==> config.mk <==
export PLATFORM = sky130hd
export DESIGN_NAME = emmc_resp_rx
export DESIGN_NICKNAME = d
export VERILOG_FILES = /design/src/rtl/emmc_pkg.sv /design/src/rtl/emmc_crc7_acc.sv /design/src/rtl/emmc_resp_rx.sv
export SDC_FILE = /design/constraint.sdc
export NUM_CORES = 1
export LEC_CHECK = 0
export CAP_MARGIN = 30
export CORE_ASPECT_RATIO = 1.25
export CORE_MARGIN = 3
export CORE_UTILIZATION = 55
export DETAILED_ROUTE_END_ITERATION = 8
export GPL_TIMING_DRIVEN = 0
export PLACE_DENSITY = 0.77
export SLEW_MARGIN = 5
export SYNTH_ARGS = -nofsm -noshare
export SYNTH_HDL_FRONTEND = slang
export SYNTH_HIERARCHICAL = 1
export SYNTH_SLANG_ARGS = --single-unit
export TNS_END_PERCENT = 5
==> constraint.sdc <==
create_clock -name clk -period 2.44 [get_ports clk]
set_clock_uncertainty 0.15 [all_clocks]
set_input_delay 0.244 -clock clk [delete_from_list [all_inputs] [get_ports clk]]
set_output_delay 0.244 -clock clk [all_outputs]
set_load 0.005 [all_outputs]
==> src/rtl/emmc_pkg.sv <==
// ---------------------------------------------------------------------------
// emmc_pkg
// Shared definitions for the eMMC command-response receiver:
//   - state_t      : receiver state encoding
//   - FRAME_BITS   : response frame length (48)
//   - CRC_FIRST    : first frame bit that is not covered by the CRC (40)
//   - END_BIT      : index of the end bit (47)
//   - CRC7_POLY    : x^7 + x^3 + 1, low 7 coefficients
//   - crc7_step()  : one serial CRC7 update
// ---------------------------------------------------------------------------
package emmc_pkg;

   typedef enum logic [1:0] {
      IDLE       = 2'd0,
      WAIT_START = 2'd1,
      RECV       = 2'd2
   } state_t;

   localparam int         FRAME_BITS = 48;
   localparam int         CRC_FIRST  = 40;
   localparam int         END_BIT    = 47;
   localparam logic [6:0] CRC7_POLY  = 7'h09;

   // Shift left by one; when the feedback bit is set, fold in the polynomial.
   // This gives c[3] = fb ^ c[2] and c[0] = fb, all other bits plain shift.
   function automatic logic [6:0] crc7_step(input logic [6:0] c, input logic d);
      logic fb;
      fb = d ^ c[6];
      return {c[5:0], 1'b0} ^ (fb ? CRC7_POLY : 7'h00);
   endfunction

endpackage

==> src/rtl/emmc_crc7_acc.sv <==
// ---------------------------------------------------------------------------
// emmc_crc7_acc
// Serial CRC7 accumulator (x^7 + x^3 + 1, initial value 0).
// Ports:
//   clk  - clock
//   rstn - asynchronous active-low reset, clears the CRC
//   clr  - synchronous clear (takes priority over en)
//   en   - fold din into the CRC on this edge
//   din  - serial data bit
//   crc  - current CRC value
// ---------------------------------------------------------------------------
module emmc_crc7_acc
   import emmc_pkg::*;
(
   input  logic       clk,
   input  logic       rstn,
   input  logic       clr,
   input  logic       en,
   input  logic       din,
   output logic [6:0] crc
);

   // NOTE: sequential state is written with non-blocking assignments only, so
   // every register sees the pre-edge value of every other register.
   always_ff @(posedge clk or negedge rstn) begin
      if (!rstn) begin
         crc <= 7'h00;
      end else if (clr) begin
         crc <= 7'h00;
      end else if (en) begin
         crc <= crc7_step(crc, din);
      end
   end

endmodule

==> src/rtl/emmc_resp_rx.sv <==
// ---------------------------------------------------------------------------
// emmc_resp_rx
// Receives one 48-bit eMMC response frame from the serial CMD line after each
// start request, checks CRC7, end bit and transmission bit, and presents the
// decoded fields with a one-cycle resp_valid pulse.
// Parameters:
//   TIMEOUT_CYCLES - max cycles waiting for the start bit
//   EXPECT_TX      - required value of the transmission bit (frame bit 1)
// Ports:
//   clk, rstn      - clock, asynchronous active-low reset
//   start          - arm reception (only honoured in IDLE)
//   cmd_in         - serial CMD line, synchronous to clk
//   busy           - state is not IDLE
//   resp_valid     - one-cycle pulse, frame complete
//   resp_index     - frame bits 2..7
//   resp_arg       - frame bits 8..39
//   resp_crc       - received CRC, frame bits 40..46
//   crc_err        - received CRC differs from computed CRC
//   frame_err      - end bit is 0 or transmission bit != EXPECT_TX
//   timeout        - one-cycle pulse, wait for the start bit expired
// ---------------------------------------------------------------------------
module emmc_resp_rx
   import emmc_pkg::*;
#(
   parameter int   TIMEOUT_CYCLES = 64,
   parameter logic EXPECT_TX      = 1'b0
) (
   input  logic        clk,
   input  logic        rstn,
   input  logic        start,
   input  logic        cmd_in,
   output logic        busy,
   output logic        resp_valid,
   output logic [5:0]  resp_index,
   output logic [31:0] resp_arg,
   output logic [6:0]  resp_crc,
   output logic        crc_err,
   output logic        frame_err,
   output logic        timeout
);

   localparam int TO_W    = $clog2(TIMEOUT_CYCLES + 1);
   localparam int CNT_W   = $clog2(FRAME_BITS);
   // Holds frame bits 1..46; bit k sits at index SHIFT_W-k once bit 46 is in.
   localparam int SHIFT_W = END_BIT - 1;

   state_t               state, state_nxt;
   logic [CNT_W-1:0]     bit_cnt;
   logic [TO_W-1:0]      to_cnt;
   logic [SHIFT_W-1:0]   shreg;
   logic [6:0]           crc_q;

   logic arm, start_bit, to_hit, last_bit, crc_en;

   assign arm       = (state == IDLE) && start;
   assign start_bit = (state == WAIT_START) && !cmd_in;
   assign to_hit    = (state == WAIT_START) && cmd_in &&
                      (to_cnt == TO_W'(TIMEOUT_CYCLES - 1));
   assign last_bit  = (state == RECV) && (bit_cnt == CNT_W'(END_BIT));
   // Start bit plus frame bits 1..39 feed the CRC; CRC and end bit do not.
   assign crc_en    = start_bit ||
                      ((state == RECV) && (bit_cnt < CNT_W'(CRC_FIRST)));

   emmc_crc7_acc u_crc (
      .clk  (clk),
      .rstn (rstn),
      .clr  (arm),
      .en   (crc_en),
      .din  (cmd_in),
      .crc  (crc_q)
   );

   // State register
   always_ff @(posedge clk or negedge rstn) begin
      if (!rstn) state <= IDLE;
      else       state <= state_nxt;
   end

   // Next-state logic
   // NOTE: a default assignment at the top of every combinational block keeps
   // each path assigned, so no latch is inferred.
   always_comb begin
      state_nxt = state;
      unique case (state)
         IDLE:       if (start) state_nxt = WAIT_START;
         WAIT_START: if (!cmd_in)     state_nxt = RECV;
                     else if (to_hit) state_nxt = IDLE;
         RECV:       if (last_bit) state_nxt = IDLE;
         default:    state_nxt = IDLE;
      endcase
   end

   // Outputs decoded from state
   always_comb begin
      busy = (state != IDLE);
   end

   // Counters and shift register
   // NOTE: the shift register is reset along with the control state even
   // though its contents are only consumed at the end bit; it is small, and a
   // defined value keeps reset behaviour identical across tools.
   always_ff @(posedge clk or negedge rstn) begin
      if (!rstn) begin
         to_cnt  <= '0;
         bit_cnt <= '0;
         shreg   <= '0;
      end else begin
         if (arm)
            to_cnt <= '0;
         else if ((state == WAIT_START) && cmd_in)
            to_cnt <= to_cnt + TO_W'(1);

         if (start_bit)
            bit_cnt <= CNT_W'(1);
         else if (state == RECV)
            bit_cnt <= bit_cnt + CNT_W'(1);

         if ((state == RECV) && !last_bit)
            shreg <= {shreg[SHIFT_W-2:0], cmd_in};
      end
   end

   // Result outputs: only written on the end-bit edge, so they hold the
   // previous frame for the whole of the next reception.
   always_ff @(posedge clk or negedge rstn) begin
      if (!rstn) begin
         resp_valid <= 1'b0;
         timeout    <= 1'b0;
         resp_index <= '0;
         resp_arg   <= '0;
         resp_crc   <= '0;
         crc_err    <= 1'b0;
         frame_err  <= 1'b0;
      end else begin
         resp_valid <= last_bit;
         timeout    <= to_hit;
         if (last_bit) begin
            resp_index <= shreg[SHIFT_W-2 -: 6];
            resp_arg   <= shreg[SHIFT_W-8 -: 32];
            resp_crc   <= shreg[6:0];
            crc_err    <= (crc_q != shreg[6:0]);
            frame_err  <= !cmd_in || (shreg[SHIFT_W-1] != EXPECT_TX);
         end
      end
   end

endmodule

### After elaboration in Yosys (flattened, before gate mapping)

Cells that the tools add are included.

* bits in registers: 117
* input bits: 4
* output and inout bits: 50
* word-level logic and storage cells: 54

* add/sub/neg operators: 2
* $lt $le $gt $ge: 1
* equality and inequality tests: 8
* muxes and demuxes: 12
* bitwise operators: 2
* reduce and logical (&&, ||, !) cells: 17

Operator list (count)
* 7-bit 2-to-1 mux: 4
* 6-bit 2-to-1 mux: 2
* 2-bit 2-to-1 mux: 4
* 2-bit nonzero test: 4
* 7-bit by 1-bit adder with 7-bit output, second input constant: 1
* 7-bit by 6-bit == test with 1-bit output, second input constant: 1
* 1-bit logical AND: 7
* 7-bit inequality test: 1
* 7-bit XOR: 1
* 6-bit by 1-bit adder with 6-bit output, second input constant: 1
* 6-bit == test, second input constant: 1
* 6-bit less-than comparator, second input constant: 1
* 2-bit case mux with 3 select lines: 1
* 4-bit 2-to-1 mux: 1
* 2-bit inequality test, second input constant: 2
* 3-bit inequality test, second input constant: 1
* 3-bit AND reduction: 1
* 2-bit by 1-bit == test with 1-bit output, second input constant: 1
* 2-bit == test, second input constant: 1
* 1-bit logical NOT: 2
* 2-bit logical NOT: 1
* 1-bit logical OR: 2
* 1-bit XOR: 1

### Logic depth before layout (Yosys ltp)

* depth after elaboration: 6
* depth in mapped cells: 8
* gate-level depth less buffers: 6

### Modules after synthesis

Netlist, hierarchy kept.

By module, submodules not included
* emmc_resp_rx: times used 1, cells each 291, area an instance 4603.2 um2, sequential area each 2752.6 um2
* emmc_crc7_acc: times used 1, cells each 28, area an instance 307.8 um2, sequential area each 175.2 um2

### Least setup slack after synthesis

OpenSTA, ideal clock, no wires.

* path kind: reg-to-reg
* start point: reg bit_cnt[4]
* end point: reg resp_arg[0]
* setup time: 0.125 ns
* arrival time: 1.450 ns
* required time: 2.165 ns
* setup slack: 0.715 ns
* cell stages (with the launch flop): 6
* buffers on the path: 2
* clock period less this slack: 1.725 ns
* path through: dfrtp_1 and4b_4 and3_4 buf_12 buf_12 mux2_4

* longest elaborated chain between the ends: 2

Ends and longest elaborated chain
* start: declaration: RTL line emmc_resp_rx.sv:48 `logic [CNT_W-1:0] bit_cnt;`
* start signal: assignment: RTL line emmc_resp_rx.sv:116 `bit_cnt <= bit_cnt + CNT_W'(1);`
* 6-bit == test: RTL line emmc_resp_rx.sv:59 `assign last_bit = (state == RECV) && (bit_cnt == CNT_W'(END_BIT));`
* 1-bit logical AND: RTL line emmc_resp_rx.sv:59
* end signal: assignment: RTL line emmc_resp_rx.sv:139 `resp_arg <= shreg[SHIFT_W-8 -: 32];`
* end: declaration: RTL line emmc_resp_rx.sv:35 `output logic [31:0] resp_arg,`

Every way passes these cells.
A chain may end at the register's enable or synchronous reset.

### Worst setup path in the final report

* start point: reg state[0]
* end point: out busy

* longest elaborated chain between the ends: 1

Ends and longest elaborated chain
* start: declaration: RTL line emmc_resp_rx.sv:47 `state_t state, state_nxt;`
* start signal: assignment: RTL line emmc_resp_rx.sv:76 `else state <= state_nxt;`
* 2-bit nonzero test: RTL line emmc_resp_rx.sv:95 `busy = (state != IDLE);`
* end: declaration: RTL line emmc_resp_rx.sv:32 `output logic busy,`

Every way passes these cells.

==> impl_metrics.json <==
{
  "clock_sinks": 117,
  "crit_fanout": 8,
  "syn-num-nets": 325,
  "ys_warn_count": 6,
  "ios": 54,
  "syn-cell-area_um2": 4910,
  "yosysTopAreaCellShare": 0.596,
  "synth.distinct_cells": 41,
  "critPathKind": "reg2out",
  "ys.flop_type": "dfrtp_1",
  "status": "finished, final reports clean",
  "gr-total-overflow": 0,
  "final_net_count": 401,
  "drt_iter0_drc": 101,
  "io_buffers": 53,
  "dr_wl_met2_um": 4150,
  "gp_congestion": 0.768,
  "finish.instance_area_um2": 6200,
  "worst_path_max_delay_cell": "dfrtp_1",
  "die_w_um": 90.5,
  "root_buffer": "clkbuf_8",
  "antenna_found_initial": 0,
  "fmax_mhz": 472,
  "seq_area_frac_synth": 0.596,
  "synth_fa_ha_area_frac": 0.00510,
  "p_leak_nw": 2.94,
  "setup_viol_count_final": 0,
  "slew_headroom": 0.693,
  "async_reset_ff_frac": 1.00,
  "drive_above_1_share": 0.246,
  "synth_compound_area_frac": 0.0273,
  "firstDrtPassIters": 4,
  "synth_cells": 319,
  "slowest_delay_ns": 0.47,
  "crit_arrival_ns": 1.72,
  "wl_met1_um": 3760,
  "rows": 37,
  "final_antenna_net_count": 0,
  "grt_max_degree": 96,
  "core-area_um2": 8470,
  "synth_top_area_cell": "dfrtp_1",
  "grt_pass1_wl_um": 14600,
  "cts_buffers": 17,
  "setup_tns_ns": 0,
  "synth_xor_area_frac": 0.0214,
  "endpoint_kind": "primary output",
  "slew_viol_final": 0,
  "start_kind": "flop",
  "synthTopCellsByArea": "dfrtp_1, mux2_4, mux2_1",
  "synth_edf_count": 0,
  "synth_top_family_by_area": "multiplexers",
  "max_cap_viol_count": 0,
  "cts_tree": "done",
  "hold_slack_ns": 0.185,
  "htree_levels": 4,
  "via_per_inst": 5.24,
  "irDropWorstVdd_v": 0.000668,
  "final_common_cell": "dfrtp_1",
  "cp.required_ns": 2.05,
  "dp_hpwl_um": 5350,
  "power_density_nw_per_um2": 911,
  "rsz0062_at_grt": "no",
  "vias": 2745,
  "area_growth_pct": 26.3,
  "place_area_um2": 5620,
  "finalHoldViolations": 0,
  "synth-seq-cells": 117,
  "highest_layer": "met4",
  "synth.mux.area_fraction": 0.251,
  "synth_simple_gate_area_frac": 0.0601,
  "hp-class": "in2async",
  "setup_slack_ns": 0.322,
  "dieArea_um2": 10100,
  "drc": 0,
  "first_global_vias": 2934,
  "final_cell_mix": "dfrtp_1, clkdlybuf4s50_1, mux2_1, mux2_4, nor2_1",
  "path_clk_slew_ns": 0.06,
  "period_minus_slack_ns": 2.12,
  "wl_met3_um": 314,
  "tightest_slew_ns": 0.460,
  "post-route-util": 0.732,
  "grt_usage": 0.182,
  "start_util": 0.580,
  "path_cells": "or2_2 > clkdlybuf4s50_1",
  "clock_path_buffers": 2,
  "post-place-ws_ns": 0.242,
  "clock_latency_ns": 0.50,
  "cts_resized": 0,
  "die_h_um": 112,
  "period_share": 0.868,
  "routed_wl_um": 8310,
  "detail_route.wl_per_cell_um": 15.9,
  "diodes": 0,
  "syn_area_per_cell_um2": 15.4
}
## metrics by stage
stage / std cells / power, mW
CTS: 523 / 5.72
global route: 524 / 5.96
detailed placement: 490 / 3.41
global placement: 489 / 3.35
finish: 524 / 5.65
floorplan: 319 / 3.12
## report_power, final
group          switching [mW]  leakage (nW)  internal [mW]
clock                   0.842         0.255           1.44
combinational           0.474          1.08          0.476
sequential              0.254          1.60           2.17
## final timing paths
kind                                            endpoint  slack (ns)  cells past startpoint                  start
worst min-delay path            resp_arg[10]$_DFFE_PN0P_        0.18                      3                   rstn
min in group clk                   to_cnt[4]$_DFFE_PN0P_        0.32                      3                  start
worst max register to register     shreg[41]$_DFFE_PN0P_        0.54                      5   state[0]$_DFFE_PN0P_
worst min register to register         timeout$_DFF_PN0_        0.35                      1  to_cnt[6]$_DFFE_PN0P_
max in group asynchronous       resp_arg[22]$_DFFE_PN0P_        1.22                      4                   rstn
worst max-delay path                                busy        0.32                      2   state[0]$_DFFE_PN0P_
## routing by layer
metal | GRT usage | vias up
met5 | 0 | -
met4 | 0.0705 | 0
met3 | 0.0554 | 13
met2 | 0.295 | 59
met1 | 0.228 | 1397
li1 | - | 1276
## logic make-up after synthesis
kind of cell,Yosys count
multiplexers,95
AO/OA/AOI/OAI,22
flip-flops,117
adder cells (fa/ha/maj),2
buffers and inverters,16
XOR/XNOR,12
AND/OR/NAND/NOR,55
## what timing repair did
| item | in CTS | in global routing |
|---|---|---|
| hold endpoints to repair | 117 | 0 |
| buffers inserted | 0 | 0 |
| hold buffers | 2 | 0 |
## cell usage after synthesis, types with 2 or more instances
cell and number:
dfrtp_1 117, mux2_1 45, mux2_4 45, nor2_1 17
nand2_1 13, o21ai_0 9, xor2_1 7, buf_12 6
mux2i_1 5, xnor2_1 5, nand4_1 4, a31oi_1 3
buf_2 3, buf_6 3, nand3_1 3, a21oi_1 2
and3_1 2, buf_4 2, ha_1 2, nand2b_1 2
nor3_1 2, o211ai_1 2, o31ai_1 2
## area by class of cell
class,count,area [µm²]
Clock buffer,18,418
Buffer,15,188
Fill cell,533,2270
Inverter,1,3.75
Tap cell,117,146
Sequential cell,117,2930
Clock inverter,13,134
Timing Repair Buffer,57,594
Multi-Input combinational cell,186,1790
## state kept, by name (all words and copies together), names as in the netlist
| name | flops |
|---|---|
| crc_err | 1 |
| frame_err | 1 |
| bit_cnt | 6 |
| resp_crc | 7 |
| timeout | 1 |
| resp_arg | 32 |
| u_crc/crc | 7 |
| resp_valid | 1 |
| to_cnt | 7 |
| resp_index | 6 |
| state | 2 |
| shreg | 46 |
## critical path, delay by kind of cell (launching register included)
| kind | cells | cell delay, ns |
|---|---|---|
| buffers and inverters | 1 | 0.45 |
| DFF | 1 | 0.47 |
| and+or+nand+nor | 1 | 0.31 |
Power figures use the tool's default switching activity.
